`config.mk`:
```
export PLATFORM = sky130hd
export DESIGN_NAME = mips_wb_stage_buffered
export DESIGN_NICKNAME = d
export VERILOG_FILES = /design/src/rtl/mips_wb_stage_buffered.sv
export SDC_FILE = /design/constraint.sdc
export NUM_CORES = 1
export LEC_CHECK = 0
export BUFFER_PORTS_ARGS = -buffer_cell sky130_fd_sc_hd__buf_2
export CELL_PAD_IN_SITES_DETAIL_PLACEMENT = 0
export CELL_PAD_IN_SITES_GLOBAL_PLACEMENT = 1
export CORE_MARGIN = 2
export CORE_UTILIZATION = 44
export CTS_CLUSTER_SIZE = 24
export DETAILED_ROUTE_END_ITERATION = 12
export PLACE_DENSITY = 0.81
export SYNTH_ARGS = -nofsm -noshare
export SYNTH_HDL_FRONTEND = slang
export SYNTH_SLANG_ARGS = --single-unit
```
`constraint.sdc`:
```
create_clock -name clk -period 20.8 [get_ports clk]
set_clock_uncertainty 0.05 [all_clocks]
set_input_delay 4.16 -clock clk [delete_from_list [all_inputs] [get_ports clk]]
set_output_delay 4.16 -clock clk [all_outputs]
set_load 0.02 [all_outputs]
```
`src/rtl/mips_wb_stage_buffered.sv`:
```
// Writeback stage with a small in-order retire queue between the memory stage
// and the register file / trace consumer. Strobes fire only on the retire cycle.
module mips_wb_stage_buffered #(
    parameter int DATA_W    = 32,
    parameter int OP_W      = 32,
    parameter int RW_BIT    = 15,
    parameter int BE_LSB    = 16,
    parameter int HI_WE_BIT = 20,
    parameter int LO_WE_BIT = 21,
    parameter int DEPTH     = 2,
    parameter int CNT_W     = 32
) (
    input  logic              clk,
    input  logic              rst,
    input  logic              mem_valid_ready_go,
    output logic              wb_allowin,
    input  logic [OP_W-1:0]   mem_out_op,
    input  logic [4:0]        mem_rf_waddr,
    input  logic [DATA_W-1:0] mem_value,
    input  logic [DATA_W-1:0] mem_hi_value,
    input  logic [DATA_W-1:0] mem_lo_value,
    input  logic [DATA_W-1:0] mem_pc,
    input  logic [DATA_W-1:0] mem_instruction,
    input  logic              trace_ready,
    output logic              wb_valid,
    output logic [3:0]        wb_rf_wen,
    output logic [4:0]        wb_rf_waddr,
    output logic [DATA_W-1:0] wb_rf_wdata,
    output logic              wb_hi_wen,
    output logic [DATA_W-1:0] wb_hi_value,
    output logic              wb_lo_wen,
    output logic [DATA_W-1:0] wb_lo_value,
    output logic [DATA_W-1:0] wb_pc,
    output logic [DATA_W-1:0] wb_instruction,
    output logic [OP_W-1:0]   wb_out_op,
    output logic [CNT_W-1:0]  wb_retire_cnt
);

    localparam int PTR_W = (DEPTH > 1) ? $clog2(DEPTH) : 1;
    localparam int OCC_W = $clog2(DEPTH) + 1;
    localparam logic [OCC_W-1:0] FULL = OCC_W'(DEPTH);

    logic [OP_W-1:0]   op_q    [DEPTH];
    logic [4:0]        waddr_q [DEPTH];
    logic [DATA_W-1:0] value_q [DEPTH];
    logic [DATA_W-1:0] hi_q    [DEPTH];
    logic [DATA_W-1:0] lo_q    [DEPTH];
    logic [DATA_W-1:0] pc_q    [DEPTH];
    logic [DATA_W-1:0] inst_q  [DEPTH];

    logic [PTR_W-1:0] wr_ptr;
    logic [PTR_W-1:0] rd_ptr;
    logic [OCC_W-1:0] occupancy;

    logic       push;
    logic       retire;
    logic [3:0] raw_be;
    logic [3:0] head_be;

    // Valid/ready: an entry moves when its producer offers it and the receiver
    // accepts in the same cycle; allowin may depend combinationally on trace_ready.
    assign wb_valid   = (occupancy != '0);
    assign retire     = wb_valid & trace_ready;
    assign wb_allowin = (occupancy < FULL) | retire;
    assign push       = mem_valid_ready_go & wb_allowin;

    assign wb_out_op      = op_q[rd_ptr];
    assign wb_rf_waddr    = waddr_q[rd_ptr];
    assign wb_rf_wdata    = value_q[rd_ptr];
    assign wb_hi_value    = hi_q[rd_ptr];
    assign wb_lo_value    = lo_q[rd_ptr];
    assign wb_pc          = pc_q[rd_ptr];
    assign wb_instruction = inst_q[rd_ptr];

    // An empty byte-enable field means a legacy full-word write.
    assign raw_be    = wb_out_op[BE_LSB +: 4];
    assign head_be   = (raw_be == 4'b0000) ? 4'b1111 : raw_be;
    assign wb_rf_wen = {4{retire & wb_out_op[RW_BIT] & (wb_rf_waddr != 5'd0)}} & head_be;
    assign wb_hi_wen = retire & wb_out_op[HI_WE_BIT];
    assign wb_lo_wen = retire & wb_out_op[LO_WE_BIT];

    always_ff @(posedge clk or posedge rst) begin
        if (rst) begin
            wr_ptr        <= '0;
            rd_ptr        <= '0;
            occupancy     <= '0;
            wb_retire_cnt <= '0;
            for (int i = 0; i < DEPTH; i++) begin
                op_q[i]    <= '0;
                waddr_q[i] <= '0;
                value_q[i] <= '0;
                hi_q[i]    <= '0;
                lo_q[i]    <= '0;
                pc_q[i]    <= '0;
                inst_q[i]  <= '0;
            end
        end else begin
            if (push) begin
                op_q[wr_ptr]    <= mem_out_op;
                waddr_q[wr_ptr] <= mem_rf_waddr;
                value_q[wr_ptr] <= mem_value;
                hi_q[wr_ptr]    <= mem_hi_value;
                lo_q[wr_ptr]    <= mem_lo_value;
                pc_q[wr_ptr]    <= mem_pc;
                inst_q[wr_ptr]  <= mem_instruction;
                wr_ptr          <= wr_ptr + PTR_W'(1);
            end
            if (retire) begin
                rd_ptr        <= rd_ptr + PTR_W'(1);
                wb_retire_cnt <= wb_retire_cnt + CNT_W'(1);
            end
            case ({push, retire})
                2'b10:   occupancy <= occupancy + OCC_W'(1);
                2'b01:   occupancy <= occupancy - OCC_W'(1);
                default: occupancy <= occupancy;
            endcase
        end
    end

    // Overflow cannot happen through the allowin handshake; catch it if it ever does.
    assert property (@(posedge clk) disable iff (rst)
        !(push && (occupancy == FULL) && !retire));

endmodule

```
==> results.md, run 1 <==
- # IOs: 438
- Crit start category: input pin
- Tmin final: 9505 ps
- Post-Syn Area per Cell: around 15 um2
- Endpoint class of the critical path: output pin
- Internal power: approximately 0.0026 W
- Final-report max-slew violation count: 0
- # hold bufs at CTS: 0
- Yosys warns: 0
- Ys flop type: dfrtp_1
- DRT Pass-1 Iters: 4
- Lkg Pwr: 10.39 nW
- TritonCTS Buffers: 47
- WS Path Type: input pin to output pin
- WP data arrival: 5290 ps
- Number of global-route vias before repair: 12282
- DR vias/cell: between 5 and 6
- Dpl cells: 2131
- Critical Path Fanout Max: 8
- Core Rows: between 70 and 80
- Peak supply drop: 0.0001033 V
- Ys async rst share: 1.000
- Initial DRC count: 498
- Synth cell count leaders: dfrtp_1, mux2_2, mux2_1
- Layout Nets: 1844
- Via Count: between 10000 and 15000
- PostCTS Resize Cnt: 0
- EDFF count, synth: 0
- GRT Total Usage: 0.1973
- Placer's final routability congestion estimate: 0.7796
- Data required, critical path: roughly 17000 ps
- Flop pwr share: 0.359
- Cell area after synthesis: between 0.015 and 0.02 mm2
- DRC Markers: 0
- Hpwl dp: 29110 um
- Least-Margin Pin Slew: 1054 ps
- H-Tree Depth: 2
- Cell taking the most area after synthesis: dfrtp_1
- Yosys top cell area share: 0.5774
- DR WL/cell: 19.66 um
- Final hold violations: 0
- Core Box Area: 0.04185 mm2
- Clock power frac: 0.199
- Worst-path clk slew: 50 ps
- Unique masters post-synth: 34
- Initial core utilization: 0.4453
- Gate power share: 0.442
- Worst hold path type: register to register
- RSZ-0062 raised after global routing: false
- Filler cells: 3585
- Mapped Cells: 1211
- Final wirelength: 43460 um
- Tcrit/Tclk final: 0.4569
- Largest net degree at the start of global routing: 180
- Max-Cap Viols: 0
- Setup repair bufs after CTS: 0
- Psw: 0.001499 W
- Initial antenna violation count: 10
- Synth area leaders: dfrtp_1, mux2_2, mux2_1, xnor2_1, buf_2
- Number of synthesized register bits: 430
- Top-count cell post-synth: dfrtp_1
- Area Overhead vs Synth: 21.91%
- First-pass GRT wire length: 68250 um
- Sequential area share after synthesis: 0.5774
- Port-buffer cells: 437
- CTS root buffer: clkbuf_16
- Fin cells: about 2200
- CTS tree: done
- Fmax: 105.2 MHz
- Worst rel slew slack: 0.2957
- Pwr dens: 179.0 mW/mm2
- Clk buf depth: 3
- Die area: 0.04402 mm2
- Sw Ratio: 0.3685
- Skew-Pair Late Insertion Delay: 560 ps
- Outcome: finished clean
- Final TNS setup: 0 ps
- Fraction of layout cells with a size suffix above 1: 0.5576
- Die Y: 209.8 um
- GRT overflow: 0
- Synthesized Nets: between 1000 and 1500
- Setup violators final: 0
- Die width: 209.8 um
- Sink Count: between 400 and 500
- Routed Antenna Nets: 0
## cell usage in the layout (no fill, tap or decap), types with 10 or more instances in the layout
cell type	count
buf_2	437
dfrtp_1	429
mux2_2	411
mux2_1	176
clkbuf_16	49
xnor2_1	28
nand4_1	18
clkbuf_1	14
nand2_1	12
buf_4	10
## area by class of cell
| cell class | instances | area (um2) | area share |
|---|---|---|---|
| Timing Repair Buffer | 448 | 2282 | 0.1005 |
| Sequential cell | 430 | 10760 | 0.4738 |
| Clock inverter | 3 | 90.09 | 0.003965 |
| Clock buffer | 71 | 1389 | 0.06113 |
| Tap cell | 539 | 674.4 | 0.02968 |
| Antenna cell | 6 | 15.01 | 0.0006609 |
| Inverter | 8 | 37.54 | 0.001652 |
| Multi-Input combinational cell | 706 | 7467 | 0.3287 |
## metrics by stage
stage                     hold slack [ps]  instance area (um2)  setup slack (ps)    util  power [W]
final                               426.3                22720             11300  0.5428   0.004067
after global placement              408.5                21230             11310  0.5071   0.003227
after floorplan                     404.1                18640              4615       -   0.002735
after global routing                443.8                22710             11180  0.5426   0.004299
after CTS                           427.8                22700             11280  0.5425   0.004118
after detailed placement            420.4                21230             11280  0.5071   0.003286
## critical path, cell delays in order
cell      delay, ps
buf_2           120
nand2_1          90
clkinv_1        300
and2_1          270
o41ai_2         100
a21oi_1          70
buf_2           180
## power by group through the flow
stage	sequential [W]	combinational (W)	clock, W
2_1_floorplan	0.00139	0.00134	0
3_3_place_gp	0.00144	0.00178	0
3_5_place_dp	0.00147	0.00181	0
4_1_cts	0.00146	0.00182	0.000834
5_1_grt	0.00152	0.00192	0.000866
6_report	0.00146	0.00180	0.000810
## flip-flops by register name, indices dropped and copies added (netlist names)
name and flops:
value_q 64, occupancy 2, lo_q 64, op_q 64, wb_retire_cnt 32, pc_q 64
hi_q 64, waddr_q 10, inst_q 64, rd_ptr 1, wr_ptr 1
## kinds of logic (layout without fill, tap and decap cells)
logic type               after synthesis  in the layout  synth area share
adder cells (fa/ha/maj)                2              2          0.001343
other                                  0              6                 0
AND/OR/NAND/NOR                       69             69           0.02175
flip-flops                           430            430            0.5774
multiplexers                         591            591            0.3568
XOR/XNOR                              36             36           0.01692
buffers and inverters                 75            530           0.02236
AO/OA/AOI/OAI                          8              8          0.003424
## path summary, 6_finish.rpt
check	startpoint	end	slack (ps)	cells past startpoint
max	trace_ready	wb_rf_wen[2]	11300	7
min	wb_retire_cnt[31]	wb_retire_cnt[31]	430	1
min in group asynchronous	rst	pc_q[23]	3640	2
max reg2reg	occupancy[1]	value_q[49]	17070	6
min reg2reg	wb_retire_cnt[31]	wb_retire_cnt[31]	430	1
max in group asynchronous	rst	value_q[51]	14660	4
## routing by layer
layer | part of all wire | GRT usage
met2 | 0.49 | 0.3317
met4 | 0.029 | 0.07263
met3 | 0.073 | 0.06374
met1 | 0.41 | 0.2377
met5 | 0.0018 | 0
(Power assumes the default switching activity.)
==> inputs of run 2 (changes only) <==
ABC_AREA = 1   (was unset)
CORE_UTILIZATION = 36   (was 44)
PLACE_DENSITY = 0.77   (was 0.81)
clock period = 8.6 ns   (was 20.8 ns; I/O delays follow)
==> results.md, run 2 <==
- Data required, critical path: 6830 ps (-9760 ps)
- Sink Count: 430 (unchanged)
- Core Box Area: 0.05403 mm2 (+29%)
- Die width: 238.0 um (+13%)
- Via Count: 16214 (+42%)
- Die area: 0.05665 mm2 (+29%)
- CTS root buffer: clkbuf_16
- Clk buf depth: 3 (unchanged)
- Area Overhead vs Synth: 20.44%
- Outcome: finished clean
- Pwr dens: 410.5 mW/mm2 (+130%)
- Tmin final: roughly 5200 ps
- Initial DRC count: 1198 (+140%)
- Core Rows: 85 (+13%)
- GRT overflow: 0 (unchanged)
- Placer's final routability congestion estimate: 0.8605 (+10%)
- Tcrit/Tclk final: 0.6010
- Crit start category: register
- DR WL/cell: 15.34 um (-22%)
- Cells along the critical path: inv_6, buf_4, or2_2, o21ai_0, nand3_1, nand3_1, nor2_1, buf_2
- Worst hold path type: register to register
- RSZ-0062 raised after global routing: false
- Least-Margin Pin Slew: 1209 ps (+155.3 ps)
- TritonCTS Buffers: 49 (+4.3%)
- Lkg Pwr: 13.11 nW (+26%)
- H-Tree Depth: 2 (unchanged)
- Routed Antenna Nets: 0 (unchanged)
- Number of global-route vias before repair: 15449 (+26%)
- Most frequent cells in the layout: nand2_1, buf_2, dfrtp_1
- Hpwl dp: 34990 um (+20%)
- Critical Path Fanout Max: 65 (+57)
- Final TNS setup: 0 ps (unchanged)
- # IOs: 438 (unchanged)
- Cell area after synthesis: 0.01971 mm2 (+5.8%)
- Max-Cap Viols: 0 (unchanged)
- Setup violators final: 0 (unchanged)
- Ys async rst share: 1.000 (unchanged)
- Cell taking the most area after synthesis: dfrtp_1
- Worst setup margin: 3431 ps (-7864 ps)
- Fraction of layout cells with a size suffix above 1: 0.2523 (-0.3053)
- EDFF count, synth: 0 (unchanged)
- Final-report max-slew violation count: 0 (unchanged)
- Post-Syn Area per Cell: 8.311 um2 (-46%)
- DR vias/cell: 4.650 (-10%)
- Die Y: 238.0 um (+13%)
- Yosys warns: 0 (unchanged)
- Final core utilization: 0.4395 (-0.1034)
- Seq. cell area: 0.01076 mm2 (unchanged)
- Initial core utilization: 0.3649 (-0.08040)
- Peak supply drop: 0.0001927 V (+86%)
- DRT Pass-1 Iters: 7 (+3)
- Setup repair bufs after CTS: 0 (unchanged)
- Endpoint class of the critical path: output pin
- Number of synthesized register bits: 430 (unchanged)
- Worst path slowest cell: buf_4
- First-pass GRT wire length: 84460 um (+24%)
- Synth cell count leaders: nand2_1, dfrtp_1, inv_1
- Ys flop type: dfrtp_1
- WS Path Type: register to output pin
- Footprint of the multi-input gates: 0.007273 mm2 (-2.6%)
- Yosys top cell area share: 0.5458 (-0.03155)
- Unique masters post-synth: 28 (-18%)
- Setup WS pre-CTS: 3976 ps (-7306 ps)
- Initial antenna violation count: 18 (+8)
- Final hold violations: 0 (unchanged)
- Synth area leaders: dfrtp_1, nand2_1, o21ai_2, o21ai_0, inv_1
- Skew-Pair Late Insertion Delay: 570 ps (about the same)
- Critical Path Most Common Cell: nand3_1
- Largest net degree at the start of global routing: 245 (+36%)
- Mapped Cells: 2372 (+96%)
- Total power draw: 0.009747 W (+140%)
- Worst-path clk slew: 60 ps (about the same)
- Fmax: 193.5 MHz
- Filler cells: 5431 (+51%)
- GRT Total Usage: 0.1857 (-0.01157)
- Final wirelength: 53500 um (+23%)
- Sequential area share after synthesis: 0.5458 (-0.03155)
- PostCTS Resize Cnt: 0 (unchanged)
- Crit-path max cell delay: 710 ps (+410 ps)
- Synthesized Nets: 2575 (+82%)
- WP data arrival: 3400 ps (-1890 ps)
- Port-buffer cells: 437 (unchanged)
- # hold bufs at CTS: 0 (unchanged)
- DRC Markers: 0 (unchanged)
- Commonest non-fill, non-tap cell in the layout: nand2_1
- Top-count cell post-synth: nand2_1
- Worst rel slew slack: 0.1939 (-0.1019)
- Layout Nets: 2946 (+60%)
- CTS tree: done
run 2: area by class of cell:
class | instances | area share
Sequential cell | 430 | 0.4534
Multi-Input combinational cell | 1582 | 0.3063
Antenna cell | 9 | 0.0009486
Clock inverter | 22 | 0.008537
Timing Repair Buffer | 451 | 0.09865
Inverter | 229 | 0.03657
Tap cell | 696 | 0.03668
Clock buffer | 68 | 0.05892
run 2: cell families after synthesis:
group,after synthesis,synth area share
adder cells (fa/ha/maj),2,0.001269
buffers and inverters,360,0.08575
AND/OR/NAND/NOR,1155,0.2250
XOR/XNOR,17,0.007553
AO/OA/AOI/OAI,408,0.1346
flip-flops,430,0.5458
run 2: worst paths after layout:
check                             start            to  depth (start not counted)  slack [ps]
max in group asynchronous           rst      pc_q[21]                          4        5670
hold reg to reg                op_q[53]      op_q[53]                          2         430
setup / recovery                 rd_ptr  wb_rf_wen[1]                          8        3430
setup reg to reg           occupancy[0]      op_q[59]                          7        5290
min in group asynchronous           rst   value_q[47]                          3        1310
hold / removal                 op_q[53]      op_q[53]                          2         430
run 2: power breakdown:
part           switching (W)  internal [W]
sequential          0.000501       0.00292
clock               0.000842       0.00123
combinational        0.00292       0.00134
run 2: metal layers:
layer  part of all wire  up-vias  global-route usage
met5             0.0014        -                   0
met4              0.022       14             0.05000
met3              0.079       95             0.05888
met2               0.47      416              0.2959
met1               0.43     7610              0.2447
li1                   -     8079                   -
run 2: through the flow:
step | cell area [um2] | hold WS [ps] | std cells
after floorplan | 19720 | 395.7 | 2372
after global placement | 22120 | 408.8 | 3388
after detailed placement | 22120 | 415.5 | 3388
after CTS | 23720 | 430.5 | 3478
after global routing | 23740 | 442.0 | 3484
final | 23740 | 426.0 | 3487
run 2: critical path: cells and delay by family (launching register included):
family,cells,cell delay (ps)
buffers and inverters,3,1330
AND/OR/NAND/NOR,4,690
flip-flops,1,690
AO/OA/AOI/OAI,1,100
